==> src/rtl/cms_trace_stream_receiver.sv <==
// Trace stream receiver: 2-entry skid FIFO, packet unpack, timestamp rebuild, frame-length check.
// Optional macro CMS_RX_TIMESTAMP_EN builds the absolute timestamp accumulator; otherwise out_abs_ts is 0.
module cms_trace_stream_receiver #(
    parameter int                  XLEN      = 64,
    parameter int                  INSTR_W   = 32,
    parameter int                  TS_W      = 64,
    parameter int                  NO_EVENTS = 39,
    parameter int                  CNT_W     = 7,
    parameter logic [INSTR_W-1:0]  WFI_INSTR = 32'h10500073,
    localparam int                 DATA_W    = NO_EVENTS*CNT_W + NO_EVENTS + XLEN + TS_W + INSTR_W
) (
    input  logic                       clk,
    input  logic                       rst_n,
    input  logic                       s_axis_tvalid,
    output logic                       s_axis_tready,
    input  logic [DATA_W-1:0]          s_axis_tdata,
    input  logic                       s_axis_tlast,
    input  logic [31:0]                tlast_interval,
    output logic                       out_valid,
    input  logic                       out_ready,
    output logic [INSTR_W-1:0]         out_instr,
    output logic [XLEN-1:0]            out_pc,
    output logic [TS_W-1:0]            out_delta,
    output logic [TS_W-1:0]            out_abs_ts,
    output logic [NO_EVENTS-1:0]       out_overflow_map,
    output logic [NO_EVENTS*CNT_W-1:0] out_counters,
    output logic                       out_last,
    output logic [31:0]                pkt_count,
    output logic                       frame_err,
    input  logic                       clr_err
);

    localparam int CNTS_W    = NO_EVENTS * CNT_W;
    localparam int OVF_OFF   = CNTS_W;
    localparam int PC_OFF    = OVF_OFF + NO_EVENTS;
    localparam int DELTA_OFF = PC_OFF + XLEN;
    localparam int INSTR_OFF = DELTA_OFF + TS_W;

    typedef struct packed {
        logic [INSTR_W-1:0]   instr;
        logic [XLEN-1:0]      pc;
        logic [TS_W-1:0]      delta;
        logic [TS_W-1:0]      abs_ts;
        logic [NO_EVENTS-1:0] ovf;
        logic [CNTS_W-1:0]    counters;
        logic                 last;
    } rec_t;

    function automatic logic [31:0] sat_inc(input logic [31:0] v);
        return (v == 32'hFFFF_FFFF) ? v : v + 32'd1;
    endfunction

    logic              tready_p1;
    logic              vld_p1;
    logic [1:0]        count_p1;
    logic [1:0]        count_d;
    rec_t              head_p1;
    rec_t              skid_p1;
    rec_t              rec_p0;
    logic [CNTS_W-1:0] counters_p0;
    logic [TS_W-1:0]   delta_p0;
    logic [TS_W-1:0]   abs_ts_p0;
    logic              push;
    logic              pop;
    logic [31:0]       pkt_count_p1;
    logic [31:0]       beat_cnt_p1;
    logic [31:0]       beat_cnt_d;
    logic              frame_set;
    logic              frame_err_p1;

    assign push = s_axis_tvalid & tready_p1;
    assign pop  = vld_p1 & out_ready;

    // ---- stage p0: unpack incoming beat ----
    assign delta_p0 = s_axis_tdata[DELTA_OFF +: TS_W];

    // Event 0 arrives in the most significant slot; flip so event i lands at i*CNT_W.
    always_comb begin
        counters_p0 = '0;
        for (int i = 0; i < NO_EVENTS; i++) begin
            counters_p0[i*CNT_W +: CNT_W] = s_axis_tdata[(NO_EVENTS-1-i)*CNT_W +: CNT_W];
        end
    end

`ifdef CMS_RX_TIMESTAMP_EN
    logic [TS_W-1:0] abs_acc_p1;

    assign abs_ts_p0 = abs_acc_p1 + delta_p0;

    always_ff @(posedge clk or negedge rst_n) begin
        if (!rst_n) begin
            abs_acc_p1 <= '0;
        end else if (push) begin
            abs_acc_p1 <= abs_ts_p0;
        end
    end
`else
    assign abs_ts_p0 = '0;
`endif

    always_comb begin
        rec_p0          = '0;
        rec_p0.instr    = s_axis_tdata[INSTR_OFF +: INSTR_W];
        rec_p0.pc       = s_axis_tdata[PC_OFF +: XLEN];
        rec_p0.delta    = delta_p0;
        rec_p0.abs_ts   = abs_ts_p0;
        rec_p0.ovf      = s_axis_tdata[OVF_OFF +: NO_EVENTS];
        rec_p0.counters = counters_p0;
        rec_p0.last     = s_axis_tlast;
    end

    always_comb begin
        count_d = count_p1;
        if (push && !pop) begin
            count_d = count_p1 + 2'd1;
        end else if (pop && !push) begin
            count_d = count_p1 - 2'd1;
        end
    end

    always_comb begin
        frame_set  = 1'b0;
        beat_cnt_d = beat_cnt_p1;
        if (push) begin
            if (s_axis_tlast) begin
                beat_cnt_d = '0;
                if ((tlast_interval != 32'd0) && (beat_cnt_p1 + 32'd1 != tlast_interval) &&
                    (rec_p0.instr != WFI_INSTR)) begin
                    frame_set = 1'b1;
                end
            end else if ((tlast_interval != 32'd0) && (beat_cnt_p1 + 32'd1 == tlast_interval)) begin
                frame_set  = 1'b1;
                beat_cnt_d = '0;
            end else begin
                beat_cnt_d = beat_cnt_p1 + 32'd1;
            end
        end
    end

    // ---- stage p1: head/skid registers and control state ----
    always_ff @(posedge clk or negedge rst_n) begin
        if (!rst_n) begin
            count_p1     <= 2'd0;
            vld_p1       <= 1'b0;
            tready_p1    <= 1'b1;
            pkt_count_p1 <= '0;
            beat_cnt_p1  <= '0;
            frame_err_p1 <= 1'b0;
        end else begin
            count_p1    <= count_d;
            vld_p1      <= (count_d != 2'd0);
            tready_p1   <= (count_d != 2'd2);
            beat_cnt_p1 <= beat_cnt_d;
            if (pop) begin
                pkt_count_p1 <= sat_inc(pkt_count_p1);
            end
            if (frame_set) begin
                frame_err_p1 <= 1'b1;
            end else if (clr_err) begin
                frame_err_p1 <= 1'b0;
            end
        end
    end

    // Head feeds the outputs directly; the skid slot only fills while the head is stalled.
    always_ff @(posedge clk or negedge rst_n) begin
        if (!rst_n) begin
            head_p1 <= '0;
            skid_p1 <= '0;
        end else begin
            if (push && ((count_p1 == 2'd0) || pop)) begin
                head_p1 <= rec_p0;
            end else if (pop && (count_p1 == 2'd2)) begin
                head_p1 <= skid_p1;
            end
            if (push && !pop && (count_p1 == 2'd1)) begin
                skid_p1 <= rec_p0;
            end
        end
    end

    assign s_axis_tready    = tready_p1;
    assign out_valid        = vld_p1;
    assign out_instr        = head_p1.instr;
    assign out_pc           = head_p1.pc;
    assign out_delta        = head_p1.delta;
    assign out_abs_ts       = head_p1.abs_ts;
    assign out_overflow_map = head_p1.ovf;
    assign out_counters     = head_p1.counters;
    assign out_last         = head_p1.last;
    assign pkt_count        = pkt_count_p1;
    assign frame_err        = frame_err_p1;

endmodule

==> config.mk <==
export PLATFORM = sky130hd
export DESIGN_NAME = cms_trace_stream_receiver
export DESIGN_NICKNAME = d
export VERILOG_FILES = /design/src/rtl/cms_trace_stream_receiver.sv
export SDC_FILE = /design/constraint.sdc
export NUM_CORES = 2
export LEC_CHECK = 0
export BUFFER_PORTS_ARGS = -buffer_cell sky130_fd_sc_hd__buf_4
export CORE_AREA = 2 2 420 422
export DETAILED_ROUTE_END_ITERATION = 10
export DIE_AREA = 0 0 422 424
export GPL_ROUTABILITY_DRIVEN = 1
export GPL_TIMING_DRIVEN = 0
export PLACE_DENSITY_LB_ADDON = 0.15
export SLEW_MARGIN = 20
export SYNTH_ARGS = -nofsm -noshare
export SYNTH_HDL_FRONTEND = slang
export SYNTH_SLANG_ARGS = --single-unit
==> constraint.sdc <==
create_clock -name clk -period 10.63 [get_ports clk]
set_input_delay 2.126 -clock clk [delete_from_list [all_inputs] [get_ports clk]]
set_output_delay 2.126 -clock clk [all_outputs]
set_load 0.03 [all_outputs]
==> run_results.csv <==
group,metric,value,unit
status,outcome,"finished, final reports clean",
drt,viasPerCell,4.61,
placed_design,placed_area,54500,um^2
cts,post_cts_resized,0,
worst_setup_path,path_class,"input port to register",
sta,setup_violations,0,
cts,htree_levels,3,
job,max_cap_viol_count,0,
sta,final-hold-violation-count,0,
power,powerDensity,326,nW/um^2
worst_setup_path,startpoint_type,"input port",
synth,synth_adder_area_share,0.144,%
die,chipWidth,422,um
synth,synth_cell_type_count,58,
layout,ff_latch_area,25400,um^2
placed_design,dp_hpwl,136000,um
cts,post_cts_buffers,0,
cts,clock-sinks,1015,
drt,drt_pass1_iterations,7,
die,num_rows,154,
power,leakagePower,26.7,nW
sta,max_slew_margin,31.9,%
synth,seq_area_frac_synth,58.6,%
synth,synth-xor-area-share,1.56,%
synth,synth_compound_area_share,8.04,%
layout,final_cell_area,58300,um^2
worst_setup_path,required,11.25,ns
synth,synth_ff_type,"dfrtp_1",
synth,synth_area_per_cell,10.4,um^2
die,coreArea,175000,um^2
synth,yosys_register_bits,1015,
layout,areaGrowthSynthToFinish,34.5,%
drt,vias,36000,
grt,gr-total-overflow,0,
sta,fmax,0.224,GHz
drt,ant_nets,0,
grt,grt_first_pass_wirelength,260000,um
synth,synth_edf_count,0,
cts,path_clk_slew,0.06,ns
synth,synthMuxAreaShare,12.4,%
drt,drtIter0Drc,2327,
die,dieArea,179000,um^2
layout,drive_above_1_share,32.6,%
min_path,hold_class,"register to register",
synth,syn-instance-count,4157,
sta,fin_crit,4.46,ns
sta,skew,0.0352,ns
synth,post_synth_and_or_nand_nor_area_fraction,15.4,%
cts,cts_root_buffer,"clkbuf_16",
sta,fin_crit_sh,42.0,%
layout,nFillCells,18200,
synth,yosysWarnings,0,
grt,grt_usage,19.6,%
worst_setup_path,path_max_fanout,10,
synth,netlist_area,43400,um^2
drt,drc,0,
placed_design,finalWeightedCongestion,0.869,
power,ir_worst_vdd,153,uV
layout,multi_input_area,16500,um^2
sta,tightest_slew,1.02,ns
drt,routedWlPerCell,23.2,um
grt,grt_max_degree,132,
sta,fin_ws,6.17,ns
worst_setup_path,cp-end-kind,"register",
die,die_h,424,um
synth,synth_top_area_share,58.5,%
sta,grt_setup_unrepaired,"false",
placed_design,pre_cts_ws,5.22,ns
grt,grt_pass1_vias,35500,
cts,cts_buffer_depth,3,
synth,synthArstFlopShare,100,%
layout,layout_common_cells,"buf_4, dfrtp_1, nand2_1",
placed_design,portBuffers,1017,
layout,nets,5883,
cts,insertion_delay,0.79,ns
sta,slew_viol_final,0,
worst_setup_path,worst-endpoint-arrival,5.08,ns
die,start_util,24.8,%
synth,synthTopCellsByArea,"dfrtp_1, mux2_2, nand2_1, a31oi_1, nor2_1",
synth,synth_top_family_by_area,"simple AND/OR/NAND/NOR gates",
cts,numCtsBuffers,119,
cts,cts_tree,"done",
drt,totalWireLength,181000,um
die,ios,1082,
grt,antenna_found_initial,32,
cts,cts_hold_buf,0,
layout,layout_commonest_cell,"buf_4",
synth,synth_largest_area_cell,"dfrtp_1",
[Yosys cell counts, types with 3 or more instances]
cell and number:
dfrtp_1 1014, nand2b_1 4, o211ai_1 3, buf_1 6, nand3_1 52, ha_1 5
nand4b_1 3, a21o_1 11, nand4_1 24, o311ai_0 7, xnor2_1 48, nor3_1 10
nor2_1 507, a21oi_1 10, buf_6 3, nor4_1 19, or2_2 3, o22ai_1 7
xor2_1 29, o21ai_0 9, and2_1 6, and4_1 6, nand2_1 994, buf_2 10
a22o_1 10, mux2_2 476, and3_1 15, nor3_2 3, a31oi_1 479, inv_1 19
buf_4 66, clkbuf_1 264, or3_1 4
[worst max-delay path, cell delays in order]
cell	delay [ns]
buf_4	0.13
nor3b_1	0.19
a21oi_1	0.06
mux2_2	0.27
o22ai_1	0.25
nand3_1	0.11
or4_1	0.55
o41a_1	0.44
buf_6	0.16
nand2_1	0.31
buf_2	0.34
o311ai_0	0.14
[registers in the layout, summed over array words and instances, names as in the netlist]
register / count
s_axis_tready: 1
out_pc: 64
frame_err: 1
out_last: 1
out_delta: 64
count_p1: 2
out_instr: 32
skid_p1: 473
out_counters: 273
out_overflow_map: 39
out_valid: 1
beat_cnt_p1: 32
pkt_count: 32
[area by class of cell]
cell class	count	share of cell area, %
multi-input cells	2835	28.3
plain buffers	351	2.78
well taps	2340	5.02
inverters	19	0.122
clock inverters	30	0.590
clock buffers	177	5.93
diodes	20	0.0858
repair buffers	1027	13.6
flip-flops and latches	1015	43.6
[routing by layer]
metal | part of all wire (%) | vias up | GRT usage, %
met5 | 0.055 | - | 0
met4 | 3.5 | 14 | 7.27
met3 | 5.7 | 247 | 4.63
met2 | 51 | 1019 | 33.8
met1 | 40 | 18200 | 23.8
li1 | - | 16500 | -
[metrics by stage]
step           hold WS, ns  TNS [ns]  utilization (%)  power (mW)  cells
6_report             0.492         0             33.3        19.0   7814
2_1_floorplan        0.450         0                -        11.5   4220
5_1_grt              0.509         0             33.3        20.1   7813
4_1_cts              0.493         0             33.3        19.3   7794
3_5_place_dp         0.479         0             31.1        15.1   7587
3_3_place_gp         0.481  -5993.71             31.0        15.0   7577
[final timing paths]
path,startpoint,to,slack [ns],cells after the start
setup / recovery,tlast_interval[5],beat_cnt_p1[4],6.17,12
hold reg to reg,pkt_count[31],pkt_count[31],0.49,1
setup reg to reg,beat_cnt_p1[9],beat_cnt_p1[4],6.53,12
min in group asynchronous,rst_n,out_delta[50],1.28,1
max in group asynchronous,rst_n,skid_p1[107],6.68,5
hold / removal,pkt_count[31],pkt_count[31],0.49,1
[where the power goes]
group          internal [mW]  total [mW]  switching (mW)
Combinational           3.07        8.10            5.03
Clock                   2.35        4.11            1.76
Sequential              5.76        6.81            1.05
Total                   11.2        19.0            7.84
[logic make-up (layout without fill, tap and decap cells)]
family,Yosys count,count (layout)
flops,1015,1015
mux,478,478
compound gates,547,547
fa+ha+maj,5,5
other cells,1,84
xor+xnor,77,77
buf+inv,370,1604
simple gates,1664,1664
Note: power is estimated with default switching activity, not from simulation.
